$ cat src/rtl/pipelined_write_arbiter.sv
// pipelined_write_arbiter
//   Shares one 10-bit pipelined-write bus between NUM_REQ requesters. Each
//   requester offers a whole transaction (beat count, write type, up to
//   MAX_WR_CYCLES data bytes). A round-robin arbiter picks a winner in IDLE,
//   latches its transaction, then emits one command word followed by N data
//   words. Write-done pulses go back to the winner according to its write type.
//
// Ports
//   clk, rst_n      clock, asynchronous active-low reset
//   req_vld/rdy     per-requester offer / one-cycle accept pulse (one-hot)
//   req_num_cycles  2 bits per requester, 0 encodes MAX_WR_CYCLES
//   req_write_type  3 bits per requester: 0 STD, 1 MULTI_WDONE, 2 SINGLE_WDONE
//   req_dat         MAX_WR_CYCLES*WR_WIDTH bits per requester, beat 0 in the LSBs
//   req_wdone       per-requester write-done pulses
//   out_vld/rdy     bus handshake, out_word = command or data word
//   busy            transaction in progress (state != IDLE)
//   grant_id        requester owning the current / last transaction
//
// The 10-bit word layout assumes WR_WIDTH == 8 and MAX_WR_CYCLES <= 4.
module pipelined_write_arbiter #(
    parameter int  NUM_REQ       = 4,
    parameter int  MAX_WR_CYCLES = 4,
    parameter int  WR_WIDTH      = 8,
    localparam int ID_W          = (NUM_REQ > 1) ? $clog2(NUM_REQ) : 1
) (
    input  logic                                  clk,
    input  logic                                  rst_n,
    input  logic [NUM_REQ-1:0]                    req_vld,
    output logic [NUM_REQ-1:0]                    req_rdy,
    input  logic [2*NUM_REQ-1:0]                  req_num_cycles,
    input  logic [3*NUM_REQ-1:0]                  req_write_type,
    input  logic [MAX_WR_CYCLES*WR_WIDTH*NUM_REQ-1:0] req_dat,
    output logic [NUM_REQ-1:0]                    req_wdone,
    output logic                                  out_vld,
    input  logic                                  out_rdy,
    output logic [9:0]                            out_word,
    output logic                                  busy,
    output logic [ID_W-1:0]                       grant_id
);

    localparam int BEAT_W = (MAX_WR_CYCLES > 1) ? $clog2(MAX_WR_CYCLES) : 1;

    localparam logic [1:0] CT_VALID = 2'd1;
    localparam logic [1:0] CT_DONE  = 2'd2;
    localparam logic [2:0] WT_MULTI  = 3'd1;
    localparam logic [2:0] WT_SINGLE = 3'd2;

    typedef enum logic [1:0] {IDLE = 2'd0, CMD = 2'd1, DATA = 2'd2} state_t;

    // Per-requester views of the flat input buses
    logic [NUM_REQ-1:0][1:0]                              nc_arr;
    logic [NUM_REQ-1:0][2:0]                              wt_arr;
    logic [NUM_REQ-1:0][MAX_WR_CYCLES-1:0][WR_WIDTH-1:0]  dat_arr;

    assign nc_arr  = req_num_cycles;
    assign wt_arr  = req_write_type;
    assign dat_arr = req_dat;

    state_t                               state, state_nx;
    logic [ID_W-1:0]                      ptr, ptr_nx, win;
    logic                                 found, grant;
    logic [1:0]                           lat_nc;
    logic [2:0]                           lat_wt;
    logic [MAX_WR_CYCLES-1:0][WR_WIDTH-1:0] lat_dat;
    logic [BEAT_W-1:0]                    beat, beat_nx, nb, last_idx;
    logic                                 is_last;
    logic                                 out_vld_nx;
    logic [9:0]                           out_word_nx, data_word;
    logic [NUM_REQ-1:0]                   wdone_nx;

    // Round-robin search: first requester at or above ptr, wrapping.
    always_comb begin
        int idx;
        idx   = 0;
        found = 1'b0;
        win   = '0;
        for (int i = 0; i < NUM_REQ; i++) begin
            idx = int'(ptr) + i;
            if (idx >= NUM_REQ) idx = idx - NUM_REQ;
            if (!found && req_vld[ID_W'(idx)]) begin
                found = 1'b1;
                win   = ID_W'(idx);
            end
        end
    end

    assign ptr_nx = (win == ID_W'(NUM_REQ - 1)) ? '0 : win + ID_W'(1);

    // Accept is combinational so the request is taken in the same IDLE cycle.
    always_comb begin
        req_rdy = '0;
        if (state == IDLE && found && rst_n) req_rdy[win] = 1'b1;
    end

    // Beat bookkeeping: nb is the beat to present after the current handshake.
    assign last_idx  = (lat_nc == 2'd0) ? BEAT_W'(MAX_WR_CYCLES - 1) : BEAT_W'(lat_nc - 2'd1);
    assign is_last   = (beat == last_idx);
    assign nb        = (state == CMD) ? '0 : beat + BEAT_W'(1);
    assign data_word = {(nb == last_idx) ? CT_DONE : CT_VALID, lat_dat[nb]};
    assign busy      = (state != IDLE);

    always_comb begin
        state_nx    = state;
        out_vld_nx  = out_vld;
        out_word_nx = out_word;
        beat_nx     = beat;
        wdone_nx    = '0;
        grant       = 1'b0;
        case (state)
            IDLE: begin
                if (found) begin
                    grant       = 1'b1;
                    state_nx    = CMD;
                    out_vld_nx  = 1'b1;
                    out_word_nx = {4'b0000, 1'b1, nc_arr[win], wt_arr[win]};
                end
            end
            CMD: begin
                if (out_rdy) begin
                    state_nx    = DATA;
                    beat_nx     = '0;
                    out_word_nx = data_word;
                end
            end
            DATA: begin
                if (out_rdy) begin
                    if (lat_wt == WT_MULTI || (lat_wt == WT_SINGLE && is_last))
                        wdone_nx[grant_id] = 1'b1;
                    if (is_last) begin
                        state_nx    = IDLE;
                        out_vld_nx  = 1'b0;
                        out_word_nx = '0;
                    end else begin
                        beat_nx     = nb;
                        out_word_nx = data_word;
                    end
                end
            end
            default: state_nx = IDLE;
        endcase
    end

    always_ff @(posedge clk or negedge rst_n) begin
        if (!rst_n) begin
            state     <= IDLE;
            ptr       <= '0;
            grant_id  <= '0;
            lat_nc    <= '0;
            lat_wt    <= '0;
            lat_dat   <= '0;
            beat      <= '0;
            out_vld   <= 1'b0;
            out_word  <= '0;
            req_wdone <= '0;
        end else begin
            state     <= state_nx;
            beat      <= beat_nx;
            out_vld   <= out_vld_nx;
            out_word  <= out_word_nx;
            req_wdone <= wdone_nx;
            if (grant) begin
                lat_nc   <= nc_arr[win];
                lat_wt   <= wt_arr[win];
                lat_dat  <= dat_arr[win];
                grant_id <= win;
                ptr      <= ptr_nx;
            end
        end
    end

endmodule

$ cat config.mk
export PLATFORM = sky130hd
export DESIGN_NAME = pipelined_write_arbiter
export DESIGN_NICKNAME = d
export VERILOG_FILES = /design/src/rtl/pipelined_write_arbiter.sv
export SDC_FILE = /design/constraint.sdc
export NUM_CORES = 1
export LEC_CHECK = 0
export BUFFER_PORTS_ARGS = -buffer_cell sky130_fd_sc_hd__buf_4
export CAP_MARGIN = 30
export CORE_MARGIN = 4
export CORE_UTILIZATION = 30
export CTS_CLUSTER_DIAMETER = 60
export DETAILED_ROUTE_END_ITERATION = 16
export PLACE_DENSITY_LB_ADDON = 0.3
export SLEW_MARGIN = 0
export SYNTH_ARGS = -nofsm -noshare
export SYNTH_HDL_FRONTEND = slang
export SYNTH_SLANG_ARGS = --single-unit
$ cat constraint.sdc
create_clock -name clk -period 4.5 [get_ports clk]
set_input_delay 0.225 -clock clk [delete_from_list [all_inputs] [get_ports clk]]
set_output_delay 0.225 -clock clk [all_outputs]
set_load 0.005 [all_outputs]
Yosys cells after proc, flatten, opt, wreduce, memory -nomap -nowiden
Index checks and enable logic that the tools add are counted.
{"block": "word_totals", "reg_bits": 60, "output_inout_bits": 22, "elab_cells": 134}
{"block": "classes", "addsub": 10, "magnitude_cmp": 13, "n_eq_ne": 12, "mux": 64, "n_reduce_logical": 22}
{"operator": "binary-select mux 32 bit (select 2 bit)", "n": 1}
{"operator": "two-way mux 10 bit", "n": 4}
{"operator": "two-way mux 2 bit", "n": 20}
{"operator": "two-way mux 32 bit", "n": 1}
{"operator": "one-hot mux 10 bit (3 select lines)", "n": 1}
{"operator": "two-way mux 1 bit", "n": 19}
{"operator": "binary-select mux 8 bit (select 2 bit)", "n": 1}
{"operator": "< comparator 2 x 4 -> 1 bit (second input constant)", "n": 4}
{"operator": "two-way mux 4 bit", "n": 4}
{"operator": "AND reduction 4 bit", "n": 4}
{"operator": "!= test 2 bit (second input constant)", "n": 5}
{"operator": "subtractor 2 x 1 -> 2 bit (second input constant)", "n": 5}
{"operator": ">= comparator 3 bit (second input constant)", "n": 3}
{"operator": "< comparator 2 x 3 -> 1 bit (second input constant)", "n": 3}
{"operator": "binary-select mux 1 bit (select 2 bit)", "n": 4}
{"operator": "logical AND 1 bit", "n": 8}
{"operator": "two-way mux 8 bit", "n": 1}
{"operator": "adder 2 x 2 -> 3 bit (second input constant)", "n": 2}
{"operator": "binary-select mux 3 bit (select 2 bit)", "n": 1}
{"operator": "one-hot mux 2 bit (3 select lines)", "n": 1}
{"operator": "nonzero test 2 bit", "n": 3}
{"operator": "adder 2 x 1 -> 2 bit (second input constant)", "n": 2}
{"operator": "binary-select mux 2 bit (select 2 bit)", "n": 1}
{"operator": "demux 1 bit (select 2 bit)", "n": 2}
{"operator": "other kinds (15)", "n": 21}

Logic depth before layout (Yosys ltp)
Gate-level depths: netlist (run 1).
{"block": "depth", "ltp_word": 20, "ltp_mapped": 10}

Worst setup path after synthesis (run 1)
Ideal clock, no wire load.
{"block": "synth_path", "kind": "reg-to-reg", "start": "register ptr[1]", "end": "register lat_dat[16] in the netlist's numbering", "t_arrival_ns": 1.772, "required_ns": 4.367, "slack_ns": 2.595, "stages_incl_launch_ff": 9, "path_buffers": 3, "synth_period_minus_slack_ns": 1.905, "path_cell_list": "dfrtp_1 > buf_4 > mux2i_1 > a211oi_2 > buf_6 > buf_2 > mux2_2 > a22oi_1 > o21ai_0"}
{"block": "synth_between", "elab_chain_len": 17, "word_cells_on_any_way": 45, "classes_between": "add/sub (7); order compare (4); mux (28); reduce/logical (6)"}
{"element": "from (decl)", "line_no": "60", "rtl": "logic [ID_W-1:0] ptr, ptr_nx, win;"}
{"element": "from (signal assigned)", "line_no": "166", "rtl": "ptr <= ptr_nx;"}
{"element": "branches (longest 17 deep; another with adder 2 x 1 -> 3 bit)"}
{"element": "to (signal assigned)", "line_no": "164", "rtl": "lat_dat <= dat_arr[win];"}
{"element": "to (decl)", "line_no": "64", "rtl": "logic [MAX_WR_CYCLES-1:0][WR_WIDTH-1:0] lat_dat;"}
Several ways; the timed one is not identified. The select of a mux whose other input is x is not followed.
A chain may end at the register's enable or synchronous reset.

Worst setup path after layout (run 1)
{"block": "layout_path", "start": "register ptr[1]", "end": "output port req_rdy[3]"}
{"block": "layout_between", "elab_chain_len": 20, "word_cells_on_any_way": 49, "classes_between": "add/sub (7); order compare (6); mux (27); reduce/logical (9)"}
{"element": "branches (longest 19 deep; another with adder 2 x 1 -> 3 bit)"}
{"element": "two-way mux 4 bit *", "line_no": "92", "rtl": "if (state == IDLE && found && rst_n) req_rdy[win] = 1'b1;"}
{"element": "to (decl)", "line_no": "29", "rtl": "output logic [NUM_REQ-1:0] req_rdy,"}
Every way passes the cells marked *. The select of a mux whose other input is x is not followed.

==> results.yml, run 1 <==
yosys:
  synthAdderAreaFrac_pct: 1.934
  syn_area_per_cell_um2: 10.27
  postSynthNetCount: 539
  synth_cell_types: 43
  yosysTopAreaCellShare_pct: 38.67
  synth-simple-area-share_pct: 8.991
  synth_xor_area_share_pct: 1.128
  synth_top_flop_cell: "dfrtp_1"
  syn_inst: 378
  yosysSeqAreaShare_pct: 38.67
  synth_top_area_cell: "dfrtp_1"
  synth_edf_count: 0
  synth_area_um2: 3882
  synth_area_leaders: "dfrtp_1, mux2i_1, mux2_2, a22oi_1, o21ai_0"
  synth_top_family_by_area: "multiplexers"
  synthMuxAreaShare_pct: 26.39
  ys_ff_latch: 60
  synth_compound_area_share_pct: 17.40
  async_flop_share_pct: 100.0
  yosysWarnings: 0
clock_tree:
  cts_made_buffers: 9
  cts.sinks: 60
  clk_path_buf_depth: 2
  clock_latency_ns: 0.33
  h-tree-depth: 3
  cts_tree: "yes"
  cts_root_buf: "clkbuf_16"
  path_clk_slew_ns: 0.05
  post_cts_buffers: 0
cells_and_area:
  layout_commonest_cell: "buf_4"
  multiInputGateArea_um2: 2181
  fin_area_um2: 5653
  fillers: 1216
  drive_gt1_share_pct: 45.87
  area_growth_syn_to_layout_pct: 45.60
  final_cell_mix: "buf_4, dfrtp_1, mux2i_1, o21ai_0, mux2_2"
  nets: 702
  seq_area_um2: 1501
detailed_routing:
  dr.pass1.iters: 4
  viasPerCell: 4.826
  drt_iter0_drc: 102
  drc: 0
  routed_wl_um: 11510
  vias: 3465
  wl_per_cell_um: 16.03
  postRouteAntennaNets: 0
die:
  dieArea_um2: 14830
  ioPinCount: 177
  core_area_um2: 12670
  start_util_pct: 30.64
  fp-row-count: 41
  die_width_um: 121.8
  die_h_um: 121.8
sta:
  worstMarginPinSlew_ns: 0.9034
  finalCriticalPeriod_ns: 2.855
  hold_viol: 0
  timing.final.crit_share_pct: 63.45
  finalSetupTns_ns: 0
  maxSlewViolCount: 0
  fmax_mhz: 350.2
  finalSetupViolCount: 0
  rsz0062_at_grt: "no"
  relSlewSlack_pct: 39.77
  skew_ns: 0.005388
grt:
  grtUsageTotal_pct: 15.65
  use_met2_pct: 26.86
  grt_max_degree: 71
  grt_pass1_vias: 3676
  antenna_found_initial: 1
  grt-busiest-layer: "met2"
  grt_pass1_wl_um: 18260
  global_route.usage.met1_pct: 19.77
  grt_overflow: 0
  grt_util_met3_pct: 3.853
placement:
  place_congestion: 0.8186
  place_area_um2: 5315
  place.port_buffers: 176
  dp_hpwl_um: 9148
critical_path:
  reg2reg_depth: 6
  endpoint_kind: "primary output"
  timing.rr.start: "ptr[1]"
  cp.required_ns: 4.28
  startpoint: "ptr[1]"
  cp_max_fo: 70
  crit_arrival_ns: 2.63
  crit_type: "flip-flop to primary output"
  cp-start-kind: "flip-flop"
hold_path:
  min_path_cells: 3
  hp-class: "input pin to flip-flop"
  holdCritStartpoint: "req_dat[12]"
power:
  vdd_drop_max_mv: 0.1972
  total_leakage_power_nw: 2.648
  p_per_area_nw_per_um2: 617.1
job:
  drv_cap: 0
status:
  status: "finished clean"
-- state kept, by name, indices dropped and copies added (netlist names) --
| signal | cells |
|---|---|
| grant_id | 2 |
| ptr | 2 |
| lat_dat | 32 |
| lat_wt | 3 |
| out_vld | 1 |
| out_word | 10 |
| beat | 2 |
| lat_nc | 2 |
| state | 2 |
| req_wdone | 4 |
-- final timing paths --
path / end / slack, ns
max: req_rdy[3] / 1.64
min: lat_dat[12] / 0.18
max reg2reg: lat_dat[0] / 1.83
min reg2reg: out_word[8] / 0.48
max in group asynchronous: lat_dat[13] / 3.29
min in group asynchronous: grant_id[1] / 0.31
-- metal layers --
| layer | up-vias | wire, µm |
|---|---|---|
| met5 | - | 0 |
| met4 | 0 | 100 |
| met3 | 10 | 825 |
| met2 | 145 | 5751 |
| met1 | 1591 | 4834 |
| li1 | 1719 | - |
-- where the power goes --
group | switching (mW) | total (mW) | internal [mW] | leakage (nW)
clock | 0.239 | 0.750 | 0.510 | 0.158
sequential | 0.189 | 0.979 | 0.790 | 0.750
combinational | 0.904 | 1.76 | 0.856 | 1.74
-- kinds of logic (layout without fill, tap and decap cells) --
| logic type | count (synthesis) | count (layout) |
|---|---|---|
| AO/OA/AOI/OAI | 105 | 105 |
| other | 0 | 1 |
| XOR/XNOR | 5 | 5 |
| flip-flops | 60 | 60 |
| adder cells (fa/ha/maj) | 6 | 6 |
| multiplexers | 89 | 89 |
| buffers and inverters | 39 | 206 |
| AND/OR/NAND/NOR | 74 | 74 |
-- per-stage QoR --
stage                     worst slack (ns)  instances  hold WS, ns  util [%]  power [mW]
after floorplan                      2.595        378     -0.07059         -       2.258
after global placement               1.642        700      0.06001     41.73       2.701
after detailed placement             1.628        701      0.06339     41.95       2.780
after CTS                            1.594        717       0.1829     44.59       3.533
after global routing                 1.474        718       0.2104     44.61       3.758
final                                1.645        718       0.1846     44.61       3.488
-- cells in the mapped netlist (3+ instances only) --
master and instances:
a211oi_1 3, a21oi_1 10, a22oi_1 32, buf_1 4, buf_2 7, buf_4 3
buf_6 4, clkbuf_1 9, dfrtp_1 60, ha_1 6, inv_1 11, mux2_2 37
mux2i_1 45, mux4_2 7, nand2_1 32, nand3_1 7, nor2_1 12, nor3_1 7
o211ai_2 4, o21ai_0 43, o21ai_1 4, xnor2_1 3
-- timing repair --
| action | CTS | global route |
|---|---|---|
| hold endpoints to repair | 6 | 0 |
| hold buffers | 1 | 0 |
| resized for setup | 0 | 0 |
| setup endpoints to repair | 0 | 0 |
-- cell type report --
| class | count | area share [%] |
|---|---|---|
| Clock buffer | 11 | 4.471 |
| Clock inverter | 4 | 1.284 |
| Tap cell | 172 | 3.807 |
| Timing Repair Buffer | 180 | 24.52 |
| Sequential cell | 60 | 26.56 |
| Antenna cell | 1 | 0.04427 |
| Inverter | 11 | 0.7304 |
| Multi-Input combinational cell | 279 | 38.58 |
-- worst max-delay path, cell delays in order, from the launching register on --
cell      delay (ns)
dfrtp_1         0.45
mux2i_1         0.19
a211oi_4        0.73
buf_12          0.39
ha_1            0.25
and3_1          0.17
buf_4           0.11
(Power assumes the default switching activity.)
==> inputs of run 2 (changes only) <==
==> constraint.sdc (replaced) <==
create_clock -name clk -period 2.35 [get_ports clk]
set_input_delay 0.1175 -clock clk [delete_from_list [all_inputs] [get_ports clk]]
set_output_delay 0.1175 -clock clk [all_outputs]
set_load 0.005 [all_outputs]
==> run 2 against run 1 <==
- count of clock-buffer cells in the layout did not move
- sequential power rose by 93%
- sequential share of layout area fell by 0.23 points
- global-route usage rose by 0.85 points
- clock power rose by 67%
- wire length rose by 4.5%
- final area rose by 0.95%
- die area did not move
- combinational power rose by 100%
- highest routed layer unchanged
==> results.yml, run 2 (synthesis results as in run 1) <==
status:
  status: "finished clean"
detailed_routing:
  wl_per_cell_um: 16.48
  vias: 3563
  viasPerCell: 4.881
  routed_wl_um: 12030
  postRouteAntennaNets: 0
  drc: 0
  dr.pass1.iters: 4
  drt_iter0_drc: 91
critical_path:
  cp-start-kind: "flip-flop"
  endpoint_kind: "primary output"
  cp_max_fo: 32
  crit_type: "flip-flop to primary output"
  r2r_slack_ns: 0.14
  crit_arrival_ns: 2.10
  cp.required_ns: 2.23
die:
  dieArea_um2: 14830
  die_width_um: 121.8
  fp-row-count: 41
  die_h_um: 121.8
  ioPinCount: 177
  core_area_um2: 12670
  start_util_pct: 30.64
power:
  p_per_area_nw_per_um2: 1172
  finalPower_mw: 6.689
  total_leakage_power_nw: 2.694
  vdd_drop_max_mv: 0.4293
sta:
  worstMarginPinSlew_ns: 0.7557
  relSlewSlack_pct: 49.56
  finalCriticalPeriod_ns: 2.220
  hold_viol: 0
  finalSetupViolCount: 0
  fmax_mhz: 450.4
  maxSlewViolCount: 0
  skew_ns: 0.004529
  timing.final.crit_share_pct: 94.49
placement:
  place_congestion: 0.8087
  post-place-cells: 709
  place.port_buffers: 176
  place_area_um2: 5355
  dp_hpwl_um: 9485
clock_tree:
  clk_path_buf_depth: 2
  path_clk_slew_ns: 0.05
  cts.sinks: 60
  cts_made_buffers: 9
  cts_root_buf: "clkbuf_16"
  h-tree-depth: 3
  cts_tree: "yes"
  clock_latency_ns: 0.32
cells_and_area:
  area_growth_syn_to_layout_pct: 46.99
  drive_gt1_share_pct: 46.95
  final_cell_mix: "buf_4, dfrtp_1, mux2i_1, o21ai_0, mux2_2"
  fillers: 1239
  fin_area_um2: 5707
  post-route-util_pct: 45.04
  nets: 714
  instances_no_fill: 730
  largest_reg_flops: 32
  layout_commonest_cell: "buf_4"
  diodes: 0
  regMostFlops: "lat_dat"
  top_regs: "lat_dat (32), out_word (10), req_wdone (4)"
hold_path:
  hp-class: "input pin to flip-flop"
job:
  drv_cap: 0
grt:
  grt_pass1_vias: 3818
  global_route.usage.met1_pct: 21.04
  grtUsageTotal_pct: 16.50
  use_met2_pct: 27.73
  grt_max_degree: 55
  antenna_found_initial: 0
  grt-busiest-layer: "met2"
  grt_overflow: 0
  grt_pass1_wl_um: 19060
  grt_util_met3_pct: 4.271
run 2: area by class of cell:
cell class	count	area (µm²)	share of cell area, %
inverters	11	41.29	0.7235
clock inverters	5	52.55	0.9209
repair buffers	192	1481	25.96
clock buffers	11	232.7	4.078
well taps	172	215.2	3.771
multi-input cells	279	2181	38.22
flip-flops and latches	60	1503	26.33
run 2: layer usage:
layer | vias up | share of wire (%)
li1 | 1742 | -
met1 | 1659 | 42
met2 | 148 | 50
met3 | 14 | 7.1
met4 | 0 | 1.4
met5 | - | 0
run 2: final timing paths:
path	depth (start not counted)	end	start
hold reg to reg	2	out_word[6]	out_word[6]
setup reg to reg	7	lat_dat[13]	ptr[1]
max in group asynchronous	3	ptr[1]	rst_n
min in group asynchronous	2	grant_id[1]	rst_n
setup / recovery	7	req_rdy[3]	ptr[1]
hold / removal	3	lat_dat[6]	req_dat[6]
run 2: metrics by stage:
step	setup slack [ns]	hold WS (ns)	setup TNS (ns)
floorplan	0.4445	-0.1781	0
global placement	0.2839	-0.05316	0
detailed placement	0.1931	-0.04821	0
CTS	0.07719	0.08350	0
global route	-0.001524	0.09221	-0.001524
finish	0.1296	0.08643	0
run 2: timing repair:
action | in CTS | in global routing
pin swaps | 1 | 0
cloned | 1 | 0
setup buffers | 2 | 1
hold buffers | 1 | 0
endpoints found under the setup margin | 2 | 2
resized for setup | 0 | 1
endpoints found under the hold margin | 6 | 0
run 2: power by group:
group / internal (mW) / leakage [nW] / switching (mW)
sequential: 1.51 / 0.748 / 0.375
clock: 0.814 / 0.139 / 0.437
combinational: 1.76 / 1.81 / 1.78
total: 4.09 / 2.69 / 2.60
run 2: critical path: stages, from the launching register on:
cell	delay (ns)
dfrtp_2	0.45
mux2i_1	0.17
a211oi_4	0.31
buf_12	0.25
buf_4	0.18
ha_1	0.16
and3_1	0.15
buf_4	0.10
